[src/rtl/q4_eval_arbiter.sv]
// q4_eval_arbiter
// Two requesters share one A/B evaluation datapath. Each accepted operand pair
// is evaluated in two phases (A|B, then A&B) and the XOR of the phase results
// is returned on the response port together with the owning requester id.
// Optional feature: define Q4_ARB_SELFCHECK_EN to add a sticky chk_err output
// that flags any response disagreeing with the per-lane reference x | ~y.
module q4_eval_arbiter #(
  parameter int W = 4
) (
  input  logic         clk,
  input  logic         aresetn,
  input  logic         req0_valid,
  output logic         req0_ready,
  input  logic [W-1:0] req0_x,
  input  logic [W-1:0] req0_y,
  input  logic         req1_valid,
  output logic         req1_ready,
  input  logic [W-1:0] req1_x,
  input  logic [W-1:0] req1_y,
  output logic         rsp_valid,
  input  logic         rsp_ready,
  output logic [W-1:0] rsp_z,
  output logic         rsp_id,
  output logic         busy,
  output logic [15:0]  done_cnt
`ifdef Q4_ARB_SELFCHECK_EN
  ,
  output logic         chk_err
`endif
);

  typedef enum logic [1:0] {
    IDLE   = 2'd0,
    PH_OR  = 2'd1,
    PH_AND = 2'd2,
    RESP   = 2'd3
  } state_t;

  state_t        state_r;
  state_t        state_s;
  logic [W-1:0]  x_r;
  logic [W-1:0]  y_r;
  logic [W-1:0]  or_r;
  logic [W-1:0]  and_r;
  logic          id_r;
  logic          last_grant_r;
  logic [15:0]   done_cnt_r;

  logic          grant0_s;
  logic          grant1_s;
  logic          hs_s;
  logic          rsp_hs_s;
  logic          win_id_s;
  logic [W-1:0]  win_x_s;
  logic [W-1:0]  win_y_s;
  logic [W-1:0]  a_s;
  logic [W-1:0]  b_s;
  logic [W-1:0]  rsp_z_s;

  // Shared datapath term A = (x^y)&x.
  function automatic logic [W-1:0] eval_a(input logic [W-1:0] x, input logic [W-1:0] y);
    return (x ^ y) & x;
  endfunction

  // Shared datapath term B = ~(x^y).
  function automatic logic [W-1:0] eval_b(input logic [W-1:0] x, input logic [W-1:0] y);
    return ~(x ^ y);
  endfunction

  assign a_s      = eval_a(x_r, y_r);
  assign b_s      = eval_b(x_r, y_r);
  assign rsp_z_s  = or_r ^ and_r;

  // Round-robin grant: only offered in IDLE; on a tie the requester that did not win last goes.
  always_comb begin
    grant0_s = 1'b0;
    grant1_s = 1'b0;
    if (state_r == IDLE) begin
      if (req0_valid && req1_valid) begin
        grant0_s = last_grant_r;
        grant1_s = ~last_grant_r;
      end else begin
        grant0_s = req0_valid;
        grant1_s = req1_valid;
      end
    end else begin
      grant0_s = 1'b0;
      grant1_s = 1'b0;
    end
  end

  // Grants are only raised for valid requesters, so a grant is a handshake.
  assign hs_s     = grant0_s | grant1_s;
  assign win_id_s = grant1_s;
  assign win_x_s  = grant1_s ? req1_x : req0_x;
  assign win_y_s  = grant1_s ? req1_y : req0_y;
  assign rsp_hs_s = (state_r == RESP) && rsp_ready;

  // Next-state sequencing IDLE -> PH_OR -> PH_AND -> RESP -> IDLE.
  always_comb begin
    state_s = state_r;
    case (state_r)
      IDLE: begin
        if (hs_s) begin
          state_s = PH_OR;
        end else begin
          state_s = IDLE;
        end
      end
      PH_OR:  state_s = PH_AND;
      PH_AND: state_s = RESP;
      RESP: begin
        if (rsp_ready) begin
          state_s = IDLE;
        end else begin
          state_s = RESP;
        end
      end
      default: state_s = IDLE;
    endcase
  end

  // FSM state register.
  always_ff @(posedge clk or negedge aresetn) begin
    if (!aresetn) begin
      state_r <= IDLE;
    end else begin
      state_r <= state_s;
    end
  end

  // Operand capture on handshake and the two evaluation phases on the shared datapath.
  always_ff @(posedge clk or negedge aresetn) begin
    if (!aresetn) begin
      x_r   <= {W{1'b0}};
      y_r   <= {W{1'b0}};
      id_r  <= 1'b0;
      or_r  <= {W{1'b0}};
      and_r <= {W{1'b0}};
    end else begin
      if (hs_s) begin
        x_r  <= win_x_s;
        y_r  <= win_y_s;
        id_r <= win_id_s;
      end
      if (state_r == PH_OR) begin
        or_r <= a_s | b_s;
      end
      if (state_r == PH_AND) begin
        and_r <= a_s & b_s;
      end
    end
  end

  // Round-robin history and the wrapping completion counter.
  always_ff @(posedge clk or negedge aresetn) begin
    if (!aresetn) begin
      last_grant_r <= 1'b1;
      done_cnt_r   <= 16'd0;
    end else begin
      if (hs_s) begin
        last_grant_r <= win_id_s;
      end
      if (rsp_hs_s) begin
        done_cnt_r <= done_cnt_r + 16'd1;
      end
    end
  end

  assign req0_ready = grant0_s;
  assign req1_ready = grant1_s;
  assign rsp_valid  = (state_r == RESP);
  assign busy       = (state_r != IDLE);
  assign rsp_z      = rsp_z_s;
  assign rsp_id     = id_r;
  assign done_cnt   = done_cnt_r;

`ifdef Q4_ARB_SELFCHECK_EN
  logic chk_err_r;

  // Independent per-lane reference for the response value.
  function automatic logic [W-1:0] q4_ref(input logic [W-1:0] x, input logic [W-1:0] y);
    return x | ~y;
  endfunction

  // Sticky flag set when a presented response disagrees with the reference.
  always_ff @(posedge clk or negedge aresetn) begin
    if (!aresetn) begin
      chk_err_r <= 1'b0;
    end else if ((state_r == RESP) && (rsp_z_s != q4_ref(x_r, y_r))) begin
      chk_err_r <= 1'b1;
    end
  end

  assign chk_err = chk_err_r;
`endif

endmodule

[config.mk]
export PLATFORM = sky130hd
export DESIGN_NAME = q4_eval_arbiter
export DESIGN_NICKNAME = d
export VERILOG_FILES = /design/src/rtl/q4_eval_arbiter.sv
export SDC_FILE = /design/constraint.sdc
export NUM_CORES = 1
export LEC_CHECK = 0
export CORE_MARGIN = 1
export CORE_UTILIZATION = 38
export CTS_CLUSTER_SIZE = 8
export DETAILED_ROUTE_END_ITERATION = 10
export GPL_TIMING_DRIVEN = 0
export PLACE_DENSITY = 0.63
export SLEW_MARGIN = 20
export SYNTH_ARGS = -nofsm -noshare
export SYNTH_HDL_FRONTEND = slang
export SYNTH_SLANG_ARGS = --single-unit
[constraint.sdc]
create_clock -name clk -period 3 [get_ports clk]
set_clock_uncertainty 0.1 [all_clocks]
set_input_delay 0.3 -clock clk [delete_from_list [all_inputs] [get_ports clk]]
set_output_delay 0.3 -clock clk [all_outputs]
set_load 0.1 [all_outputs]
# [After elaboration in Yosys (flattened, before gate mapping)]
# Index checks and enable logic that the tools add are counted.
[word_totals] output_inout_bits=25 input_bits=21 ff_bits=36 word_cells=33
[classes] n_bitwise=8 n_mux=9 eq_ne=3 n_reduce_logical=4 addsub=1
[op_table] operator="16-bit by 1-bit adder with 16-bit output, second input constant" count=1
[op_table] operator="4-bit bitwise AND" count=2
[op_table] operator="4-bit 2-to-1 mux" count=2
[op_table] operator="2-bit case mux with 4 select lines" count=1
[op_table] operator="4-bit bitwise XOR" count=2
[op_table] operator="1-bit 2-to-1 mux" count=5
[op_table] operator="2-bit equality test, second input constant" count=2
[op_table] operator="4-bit NOT" count=1
[op_table] operator="4-bit bitwise OR" count=1
[op_table] operator="2-bit by 1-bit equality test with 1-bit output, second input constant" count=1
[op_table] operator="1-bit logical AND" count=2
[op_table] operator="2-bit logical NOT" count=1
[op_table] operator="2-bit 2-to-1 mux" count=1
[op_table] operator="2-bit nonzero test" count=1
[op_table] operator="1-bit NOT" count=1
[op_table] operator="1-bit bitwise OR" count=1

# [Depth between registers and ports, before layout]
# Gate-level depths: netlist of the first run.
[depth] depth_word=6 depth_mapped=5 depth_no_buf=5

# [Least setup slack after synthesis of the first run]
# No wires, ideal clock.
[synth_timing] path_kind="register to output" start="register and_r[0]" end="output port rsp_z[0]" path_stages_with_launch=2 arrival_ns=1.809 path_buffers=0 required_ns=2.600 slack_ns=0.791 cell_sequence="dfrtp_1 -> xor2_1"
[synth_via] elab_chain_cells=1
[synth_rtl] element="start, declared" line_no="44" text="logic [W-1:0] and_r;"
[synth_rtl] element="start signal, assigned" line_no="139" text="and_r <= {W{1'b0}};"
[synth_rtl] element="start signal, assigned" line_no="150" text="and_r <= a_s & b_s;"
[synth_rtl] element="4-bit bitwise XOR" line_no="72" text="assign rsp_z_s = or_r ^ and_r;"
[synth_rtl] element="end, declared" line_no="22" text="output logic [W-1:0] rsp_z,"
# Every way passes these cells.

# [Final worst setup path of the first run]
[layout_timing] start="register state_r[1]" end="output port req1_ready"
[layout_via] elab_chain_cells=2
[layout_rtl] element="start, declared" line_no="39" text="state_t state_r;"
[layout_rtl] element="start signal, assigned" line_no="128" text="state_r <= state_s;"
[layout_rtl] element="2-bit logical NOT" line_no="78" text="if (state_r == IDLE) begin"
[layout_rtl] element="1-bit 2-to-1 mux" line_no="78"
[layout_rtl] element="end, declared" line_no="17" text="output logic req1_ready,"
# Every way passes these cells.

==> metrics.csv, run 1 <==
stage,metric,value,unit
critical_path,r2r worst-path depth,4,
routing,final antenna-violating net count,0,
yosys,Synth Net Count,193,
sta,Fin. Hold Viols,0,
floorplanning,Total Die Area,4800,um^2
floorplanning,core area,4350,um^2
yosys,"Seq/Total Area, Yosys",52.4,%
routing,drt total wl,3410,um
yosys,Netlist cell types,29,
critical_path,worst setup path startpoint,state_r[1],
yosys,Synth Register Bits,36,
yosys,Syn Std Cell Area,1720,um^2
finish,Layout area overhead,36.9,%
clock_network,CTS Buf Count,5,
critical_path,Crit Path Class,register to output pin,
clock_network,CTS Sinks,36,
routing,DRC,0,
grt,global route total overflow,0,
sta,Tightest Pin Transition,0.987,ns
grt,vias in the first global route,1292,
finish,# diodes,0,
grt,initial antenna violation count,0,
sta,RSZ-0062 raised after global routing,no,
routing,WL met2,1670,um
critical_path,R2R Path End,done_cnt[15],
place,Port Buf Inserts,45,
yosys,Post-synth EDFFs,0,
floorplanning,Die Ht,69.3,um
critical_path,Setup crit end kind,output pin,
floorplanning,Initial Util,39.5,%
pwr,leakage power,1.15,nW
clock_network,TritonCTS clock tree,built,
worst_hold_path,Hold WC Path Type,input pin to async pin,
run_status,outcome,"finished, final reports clean",
clock_network,Clock Latency Late Sink,0.28,ns
critical_path,r2r setup slk,1.48,ns
grt,first-pass GRT wire length,6040,um
routing,top sig layer,met4,
floorplanning,I/O pin count,46,
sta,setup TNS,0,ns
critical_path,crit start category,register,
finish,area of the multi-input gates,764,um^2
finish,FF/Latch Area,902,um^2
yosys,Yosys warning total,0,
sta,Fmax,0.370,GHz
sta,Hold Slack,0.328,ns
routing,DR iter-0 viols,55,
pwr,power per cell area,1130,nW/um^2
clock_network,clock root cell,clkbuf_8,
routing,DR pass1 iterations,4,
finish,fraction of layout cells with a size suffix above 1,11.0,%
critical_path,worst r2r src,done_cnt[2],
pwr,total power,2.65,mW
routing,DR WL/cell,12.6,um
yosys,main flop type after synthesis,dfrtp_1,
critical_path,CP required,2.60,ns
grt,gr usage total,15.9,%
critical_path,CP Max Fanout,10,
yosys,asr flop ratio synth,100,%
clock_network,clock tree buffer depth,2,
sta,min Tclk post-route,2.70,ns
critical_path,worst path arrival time,2.30,ns
routing,DR vias/cell,4.78,
clock_network,clock slew at reported path FFs,0.07,ns
sta,Slew HR,34.0,%
yosys,Syn Area/Cell,10.6,um^2
clock_network,htree depth,2,
floorplanning,Rows,24,
place,hpwl dp,2590,um
yosys,Synth Instances,163,
sta,final slew viol count,0,
grt,largest net degree at the start of global routing,26,
finish,fillers,374,
floorplanning,DIE WIDTH,69.3,um
pwr,Peak VDD IR,0.000620,V
finish,nets,247,
routing,wire length on met3,105,um
sta,crit share post-route,90.2,%
routing,met1 WL,1580,um
run,max cap viols,0,
sta,# setup viols final,0,
place,gp weighted congestion,0.769,
routing,via count,1290,
## cells by family (layout without fill, tap and decap cells)
family,after synthesis,after routing,synth area share (%)
xor gates and xnor gates,19,19,10.1
adders and majority gates,9,9,6.55
buffers and inverters,13,68,3.13
AOI/OAI and AO/OA,20,20,7.27
and+or+nand+nor,65,65,19.9
DFF,36,36,52.4
muxes,1,1,0.654
## worst max-delay path, cell delays in order, from the launching register on
cell	delay (ns)
dfrtp_1	0.42
nor2_1	0.26
and3_1	0.22
buf_2	0.23
dlygate4sd2_1	0.89
## synth_stat cells (2+ instances only)
master     n  area [um^2]
nand4_1    3         18.8
nor3_2     2         20.0
and3_1     2         12.5
nand3_1    3         15.0
xor2_1    11         96.3
nand2b_1   3         18.8
dfrtp_1   35          876
a21o_1     2         15.0
a22oi_1    8         60.1
nor2_1     8         30.0
ha_1       9          113
xnor2_1    7         61.3
and3_4     2         22.5
nand2_1   36          135
o21ai_0    9         45.0
inv_1     10         37.5
## metrics by stage
stage | instances | setup slack [ns] | util [%] | cell area [um^2]
finish | 270 | 0.295 | 54.1 | 2350
global route | 270 | 0.122 | 54.1 | 2350
CTS | 270 | 0.0696 | 54.0 | 2350
detailed placement | 261 | 0.194 | 51.7 | 2250
global placement | 260 | 0.235 | 51.4 | 2240
floorplan | 163 | 0.791 | - | 1720
## power breakdown
group | total (mW) | leakage (nW) | internal (mW) | switching (mW)
sequential | 0.806 | 0.455 | 0.658 | 0.148
clock | 0.349 | 0.0510 | 0.183 | 0.166
combinational | 1.50 | 0.648 | 0.390 | 1.11
total | 2.65 | 1.15 | 1.23 | 1.42
## flip-flops by register name (all words and copies together) (netlist names)
| signal | count |
|---|---|
| done_cnt | 16 |
| and_r | 4 |
| or_r | 4 |
| x_r | 4 |
| y_r | 4 |
| state_r | 2 |
| last_grant_r | 1 |
| rsp_id | 1 |
## how the worst max path moves through the flow
stage	slack (ns)	to	cells after the start
after detailed placement	0.19	req1_ready	5
after CTS	0.07	req0_ready	4
after floorplan	0.79	rsp_z[0]	1
after global placement	0.24	req1_ready	5
final	0.30	req1_ready	4
after global routing	0.12	req1_ready	4
## metal layers
layer	track usage, %	vias up
met2	24.1	24
met1	21.6	617
met4	7.48	0
met5	0	-
li1	-	645
met3	3.78	4
## repair_timing
item | CTS | global route
setup buffers | 0 | 0
hold buffers | 1 | 0
gates cloned | 0 | 0
endpoints found under the setup margin | 1 | 1
gates resized for setup | 1 | 1
endpoints found under the hold margin | 11 | 0
pin swaps | 0 | 0
## area by class of cell
| class | count | share of cell area [%] |
|---|---|---|
| sequential | 36 | 38.3 |
| inverter | 11 | 1.75 |
| buffer | 2 | 0.531 |
| tap | 52 | 2.76 |
| multi-input combinational | 114 | 32.5 |
| clock buffer | 6 | 3.51 |
| timing repair buffer | 47 | 20.2 |
| clock inverter | 2 | 0.425 |
## cells in the final DEF, fill, tap and decap left out, types with 6 or more instances in the layout
master / synthesis / routed
clkdlybuf4s50_1: 0 / 42
nand2_1: 36 / 36
dfrtp_1: 35 / 35
xor2_1: 11 / 11
inv_1: 10 / 10
o21ai_0: 9 / 9
ha_1: 9 / 9
nor2_1: 8 / 8
a22oi_1: 8 / 8
xnor2_1: 7 / 7
clkbuf_8: 0 / 6
Power figures use the tool's default switching activity.
==> run 2, diff against run 1 <==
--- a/constraint.sdc
+++ b/constraint.sdc
@@ -4,2 +4,2 @@
 set_output_delay 0.3 -clock clk [all_outputs]
-set_load 0.1 [all_outputs]
+set_load 0.02 [all_outputs]
==> metrics.csv, run 2 (synthesis results as in run 1) <==
stage,metric,value,unit,change
run_status,outcome,"finished, final reports clean",,unchanged
routing,DR pass1 iterations,4,,unchanged
critical_path,r2r setup slk,1.48,ns,about the same
clock_network,htree depth,2,,unchanged
finish,Layout area overhead,36.8,%,was 36.9%
grt,largest net degree at the start of global routing,26,,unchanged
sta,Tightest Pin Transition,0.573,ns,was 0.987 ns
critical_path,r2r worst-path depth,4,,unchanged
routing,via count,1288,,was 1290
grt,met2 usage,23.8,%,was 24.1%
sta,Fmax,0.406,GHz,was 0.370 GHz
clock_network,Post-CTS Setup Bufs,0,,unchanged
floorplanning,Die Ht,69.3,um,unchanged
grt,initial antenna violation count,0,,unchanged
finish,fraction of layout cells with a size suffix above 1,11.0,%,unchanged
finish,nets,247,,unchanged
critical_path,Crit Path Class,register to output pin,,unchanged
place,Port Buf Inserts,45,,unchanged
pwr,leakage power,1.13,nW,was 1.15 nW
routing,DR WL/cell,12.6,um,about the same
finish,# diodes,0,,unchanged
finish,fillers,373,,was 374
routing,final antenna-violating net count,0,,unchanged
finish,area of the multi-input gates,764,um^2,unchanged
clock_network,CTS Buf Count,5,,unchanged
routing,DRC,0,,unchanged
sta,min Tclk post-route,2.46,ns,was 2.70 ns
sta,Fin. Hold Viols,0,,unchanged
finish,FF/Latch Area,902,um^2,unchanged
critical_path,worst path arrival time,2.06,ns,was 2.30 ns
critical_path,CP peak stage delay,0.64,ns,was 0.89 ns
place,placed cells,261,,unchanged
routing,drt total wl,3390,um,was 3410 um
critical_path,worst r2r src,done_cnt[2],,unchanged
floorplanning,DIE WIDTH,69.3,um,unchanged
critical_path,Worst path slowest cell,clkdlybuf4s50_1,,was dlygate4sd2_1
finish,non-filler instance count after layout,270,,unchanged
floorplanning,Total Die Area,4800,um^2,unchanged
critical_path,crit start category,register,,unchanged
sta,# setup viols final,0,,unchanged
routing,DR vias/cell,4.77,,was 4.78
critical_path,crit-path cells,nor2_1 -> and3_1 -> buf_2 -> clkdlybuf4s50_1,,was nor2_1 -> and3_1 -> buf_2 -> dlygate4sd2_1
clock_network,CTS resizes,0,,was 1
sta,Slew HR,61.5,%,was 34.0%
floorplanning,I/O pin count,46,,unchanged
sta,setup TNS,0,ns,unchanged
grt,met1 Usage GRT,21.6,%,unchanged
run,max cap viols,0,,unchanged
floorplanning,Rows,24,,unchanged
clock_network,clock slew at reported path FFs,0.07,ns,about the same
worst_hold_path,Hold WC Path Type,input pin to async pin,,unchanged
clock_network,CTS Sinks,36,,unchanged
grt,gr usage total,15.9,%,about the same
critical_path,CP top delay family,buffers and inverters,,unchanged
clock_network,TritonCTS clock tree,built,,unchanged
finish,"commonest cells after routing, fill and taps aside","44 x clkdlybuf4s50_1, 36 x nand2_1, 35 x dfrtp_1",,"was 42 x clkdlybuf4s50_1, 36 x nand2_1, 35 x dfrtp_1"
critical_path,R2R Path End,done_cnt[15],,unchanged
critical_path,CP Max Fanout,10,,unchanged
sta,final slew viol count,0,,unchanged
finish,"most common cell after layout, fill and taps aside",clkdlybuf4s50_1,,unchanged
floorplanning,Initial Util,39.5,%,unchanged
sta,RSZ-0062 raised after global routing,no,,unchanged
clock_network,clock tree buffer depth,2,,unchanged
critical_path,CP required,2.60,ns,about the same
routing,DR iter-0 viols,51,,was 55
grt,vias in the first global route,1289,,was 1292
clock_network,Clock Latency Late Sink,0.28,ns,about the same
sta,crit share post-route,82.0,%,was 90.2%
grt,met3 usage,3.78,%,unchanged
floorplanning,core area,4350,um^2,unchanged
pwr,power per cell area,836,nW/um^2,was 1130 nW/um^2
place,hpwl dp,2590,um,unchanged
pwr,Peak VDD IR,0.000424,V,was 0.000620 V
critical_path,CP bufs+invs,2,,unchanged
grt,global route total overflow,0,,unchanged
finish,max reg flops,16,,unchanged
grt,first-pass GRT wire length,6020,um,was 6040 um
place,gp weighted congestion,0.769,,unchanged
critical_path,Setup crit end kind,output pin,,unchanged
grt,GR peak layer,met2,,unchanged
clock_network,clock root cell,clkbuf_8,,unchanged
-- run 2: worst max-delay path by stage --
stage	from	depth (start not counted)	endpoint	slack, ns
final	state_r[1]	4	req1_ready	0.54
after global routing	state_r[1]	4	req1_ready	0.37
after CTS	state_r[1]	4	req1_ready	0.53
after detailed placement	req0_valid	5	req1_ready	0.72
after global placement	aresetn	1	x_r[0]	0.77
after floorplan	done_cnt[7]	4	done_cnt[15]	1.51
-- run 2: per-stage QoR --
step | total power, mW | utilization (%) | setup WS [ns] | instance area, um^2 | hold WS [ns]
6_report | 1.97 | 54.1 | 0.539 | 2350 | 0.328
3_5_place_dp | 1.64 | 51.7 | 0.725 | 2250 | 0.0997
4_1_cts | 1.99 | 54.1 | 0.531 | 2350 | 0.335
5_1_grt | 2.14 | 54.1 | 0.371 | 2350 | 0.360
2_1_floorplan | 1.27 | - | 1.51 | 1720 | -0.0956
3_3_place_gp | 1.60 | 51.4 | 0.766 | 2240 | 0.356
-- run 2: report_power, final --
part           switching (mW)  internal (mW)
logic                   0.417          0.395
clock network           0.165          0.183
registers               0.148          0.658
total                   0.731           1.24
-- run 2: timing repair --
item,CTS,global route
endpoints found under the hold margin,11,0
setup endpoints to repair,0,0
hold buffers,1,0
-- run 2: final cells by class --
type,count,area share (%)
Buffer,2,0.532
Clock buffer,6,3.51
Clock inverter,2,0.425
Inverter,11,1.75
Multi-Input combinational cell,114,32.5
Sequential cell,36,38.3
Tap cell,52,2.76
Timing Repair Buffer,47,20.2
-- run 2: metal layers --
layer	vias up	part of all wire, %
met5	-	0
met4	0	1.5
met3	4	3.1
met2	24	48
met1	615	47
li1	645	-
==> run 3, diff against run 2 <==
Settings changed: PLACE_DENSITY 0.63 to 0.66.
Clock period 3 ns to 2.18 ns, I/O delays scaled along.
==> metrics.csv, run 3 (synthesis results as in run 1) <==
stage,metric,value,unit,change
run_status,outcome,"finished, final reports clean",,unchanged
clock_network,CTS Buf Count,5,,unchanged
sta,final worst slack,0.169,ns,was 0.539 ns
floorplanning,core area,4350,um^2,unchanged
finish,FF/Latch Area,902,um^2,unchanged
routing,DR WL/cell,11.5,um,was 12.6 um
pwr,power per cell area,1140,nW/um^2,was 836 nW/um^2
finish,"commonest cells after routing, fill and taps aside","42 x clkdlybuf4s50_1, 36 x nand2_1, 35 x dfrtp_1",,"was 44 x clkdlybuf4s50_1, 36 x nand2_1, 35 x dfrtp_1"
clock_network,Clock Latency Late Sink,0.28,ns,about the same
critical_path,CP bufs+invs,2,,unchanged
run,max cap viols,0,,unchanged
pwr,Clock Power Share,17.7,%,about the same
critical_path,crit start category,register,,unchanged
grt,initial antenna violation count,0,,unchanged
clock_network,clock tree buffer depth,2,,unchanged
routing,DR pass1 iterations,4,,unchanged
pwr,internal cell power,1.70,mW,was 1.24 mW
sta,min Tclk post-route,2.01,ns,
sta,crit share post-route,92.3,%,
pwr,Flop pwr share,41.4,%,was 41.0%
finish,fillers,403,,was 373
routing,DR iter-0 viols,39,,was 51
place,gp weighted congestion,0.745,,was 0.769
finish,area of the multi-input gates,767,um^2,was 764 um^2
critical_path,Setup crit end kind,output pin,,unchanged
sta,RSZ-0062 raised after global routing,no,,unchanged
pwr,Peak VDD IR,0.000537,V,was 0.000424 V
floorplanning,Total Die Area,4800,um^2,unchanged
sta,# setup viols final,0,,unchanged
pwr,combinational share of power,40.9,%,was 41.3%
floorplanning,DIE WIDTH,69.3,um,unchanged
critical_path,CP top delay family,buffers and inverters,,unchanged
pwr,switching part of the total,36.7,%,was 37.1%
pwr,leakage power,1.13,nW,about the same
finish,# diodes,0,,unchanged
clock_network,clock slew at reported path FFs,0.07,ns,about the same
sta,Fmax,0.497,GHz,
floorplanning,I/O pin count,46,,unchanged
worst_hold_path,Hold WC Path Type,input pin to async pin,,unchanged
sta,Fin. Hold Viols,0,,unchanged
critical_path,CP required,1.86,ns,was 2.60 ns
routing,DRC,0,,unchanged
place,hpwl dp,2300,um,was 2590 um
clock_network,CTS Sinks,36,,unchanged
sta,Slew HR,61.6,%,was 61.5%
clock_network,TritonCTS clock tree,built,,unchanged
finish,"most common cell after layout, fill and taps aside",clkdlybuf4s50_1,,unchanged
finish,nets,247,,unchanged
routing,DR vias/cell,4.71,,was 4.77
critical_path,CP Max Fanout,10,,unchanged
grt,first-pass GRT wire length,5560,um,was 6020 um
place,Placement Setup Slack,0.101,ns,was 0.725 ns
place,Port Buf Inserts,45,,unchanged
grt,largest net degree at the start of global routing,25,,was 26
critical_path,Worst path slowest cell,dfrtp_1,,was clkdlybuf4s50_1
pwr,Psw,988,uW,was 731 uW
floorplanning,Die Ht,69.3,um,unchanged
finish,max reg flops,16,,unchanged
critical_path,worst path arrival time,1.69,ns,was 2.06 ns
floorplanning,Rows,24,,unchanged
finish,Layout area overhead,36.7,%,was 36.8%
floorplanning,Initial Util,39.5,%,unchanged
sta,Hold Slack,0.261,ns,was 0.328 ns
routing,final antenna-violating net count,0,,unchanged
clock_network,Post-CTS Setup Bufs,0,,unchanged
finish,final core occ,54.0,%,was 54.1%
routing,via count,1273,,was 1288
grt,gr usage total,14.8,%,was 15.9%
clock_network,htree depth,2,,unchanged
critical_path,crit-path cells,nor2_2 -> and3_1 -> buf_2 -> dlygate4sd2_1,,was nor2_1 -> and3_1 -> buf_2 -> clkdlybuf4s50_1
critical_path,CP peak stage delay,0.43,ns,was 0.64 ns
critical_path,Crit Path Class,register to output pin,,unchanged
sta,final slew viol count,0,,unchanged
finish,fraction of layout cells with a size suffix above 1,10.6,%,was 11.0%
grt,vias in the first global route,1168,,was 1289
routing,drt total wl,3110,um,was 3390 um
grt,global route total overflow,0,,unchanged
clock_network,clock root cell,clkbuf_8,,unchanged
sta,Tightest Pin Transition,0.571,ns,was 0.573 ns
[run 3: cell types whose count changed in the layout (fill, tap and decap cells not counted), sizes merged]
cell / change
clkbuf: +2
clkinv: -2
dlygate4sd2: +2
clkdlybuf4s50: -2
[run 3: timing repair]
action                                 in CTS  in global routing
setup endpoints to repair                   2                  0
endpoints found under the hold margin      12                  0
resized for setup                           3                  0
hold buffers                                1                  0
[run 3: path summary, 6_finish.rpt]
check | depth (start not counted) | slack, ns | endpoint | start
max | 4 | 0.17 | req1_ready | state_r[1]
min | 2 | 0.26 | done_cnt[12] | aresetn
max reg2reg | 5 | 0.66 | done_cnt[15] | state_r[0]
min reg2reg | 1 | 0.36 | done_cnt[15] | done_cnt[15]
max in group asynchronous | 3 | 1.22 | last_grant_r | aresetn
min in group clk | 1 | 0.36 | done_cnt[15] | done_cnt[15]
[run 3: area by class of cell]
class | count | area share, %
flip-flops and latches | 36 | 38.4
inverters | 11 | 1.76
well taps | 52 | 2.77
repair buffers | 47 | 20.1
plain buffers | 2 | 0.532
multi-input cells | 114 | 32.6
clock buffers | 8 | 3.83
[run 3: worst reg2reg max path: stages, from the launching register on]
cell     delay (ns)
dfrtp_1        0.44
and3_1         0.19
buf_4          0.17
nand4_2        0.18
nor3_2         0.21
xor2_1         0.16
[run 3: power by group through the flow]
stage / Sequential [mW] / Combinational [mW] / Clock, mW
2_1_floorplan: 1.15 / 0.596 / 0
3_3_place_gp: 1.12 / 1.09 / 0
3_5_place_dp: 1.12 / 1.12 / 0
4_1_cts: 1.12 / 1.12 / 0.498
5_1_grt: 1.16 / 1.23 / 0.530
6_report: 1.11 / 1.10 / 0.476
[run 3: metal layers]
metal / global-route usage [%] / routed length (um)
met4: 5.44 / 53
met3: 4.36 / 106
met2: 22.9 / 1460
met5: 0 / 0
met1: 19.6 / 1490
[run 3: per-stage QoR]
step | TNS (ns) | power [mW] | cells | cell area (um^2)
2_1_floorplan | 0 | 1.75 | 163 | 1720
3_5_place_dp | 0 | 2.24 | 261 | 2250
4_1_cts | 0 | 2.74 | 270 | 2350
6_report | 0 | 2.69 | 270 | 2350
5_1_grt | 0 | 2.92 | 270 | 2350
3_3_place_gp | -0.872 | 2.21 | 260 | 2240
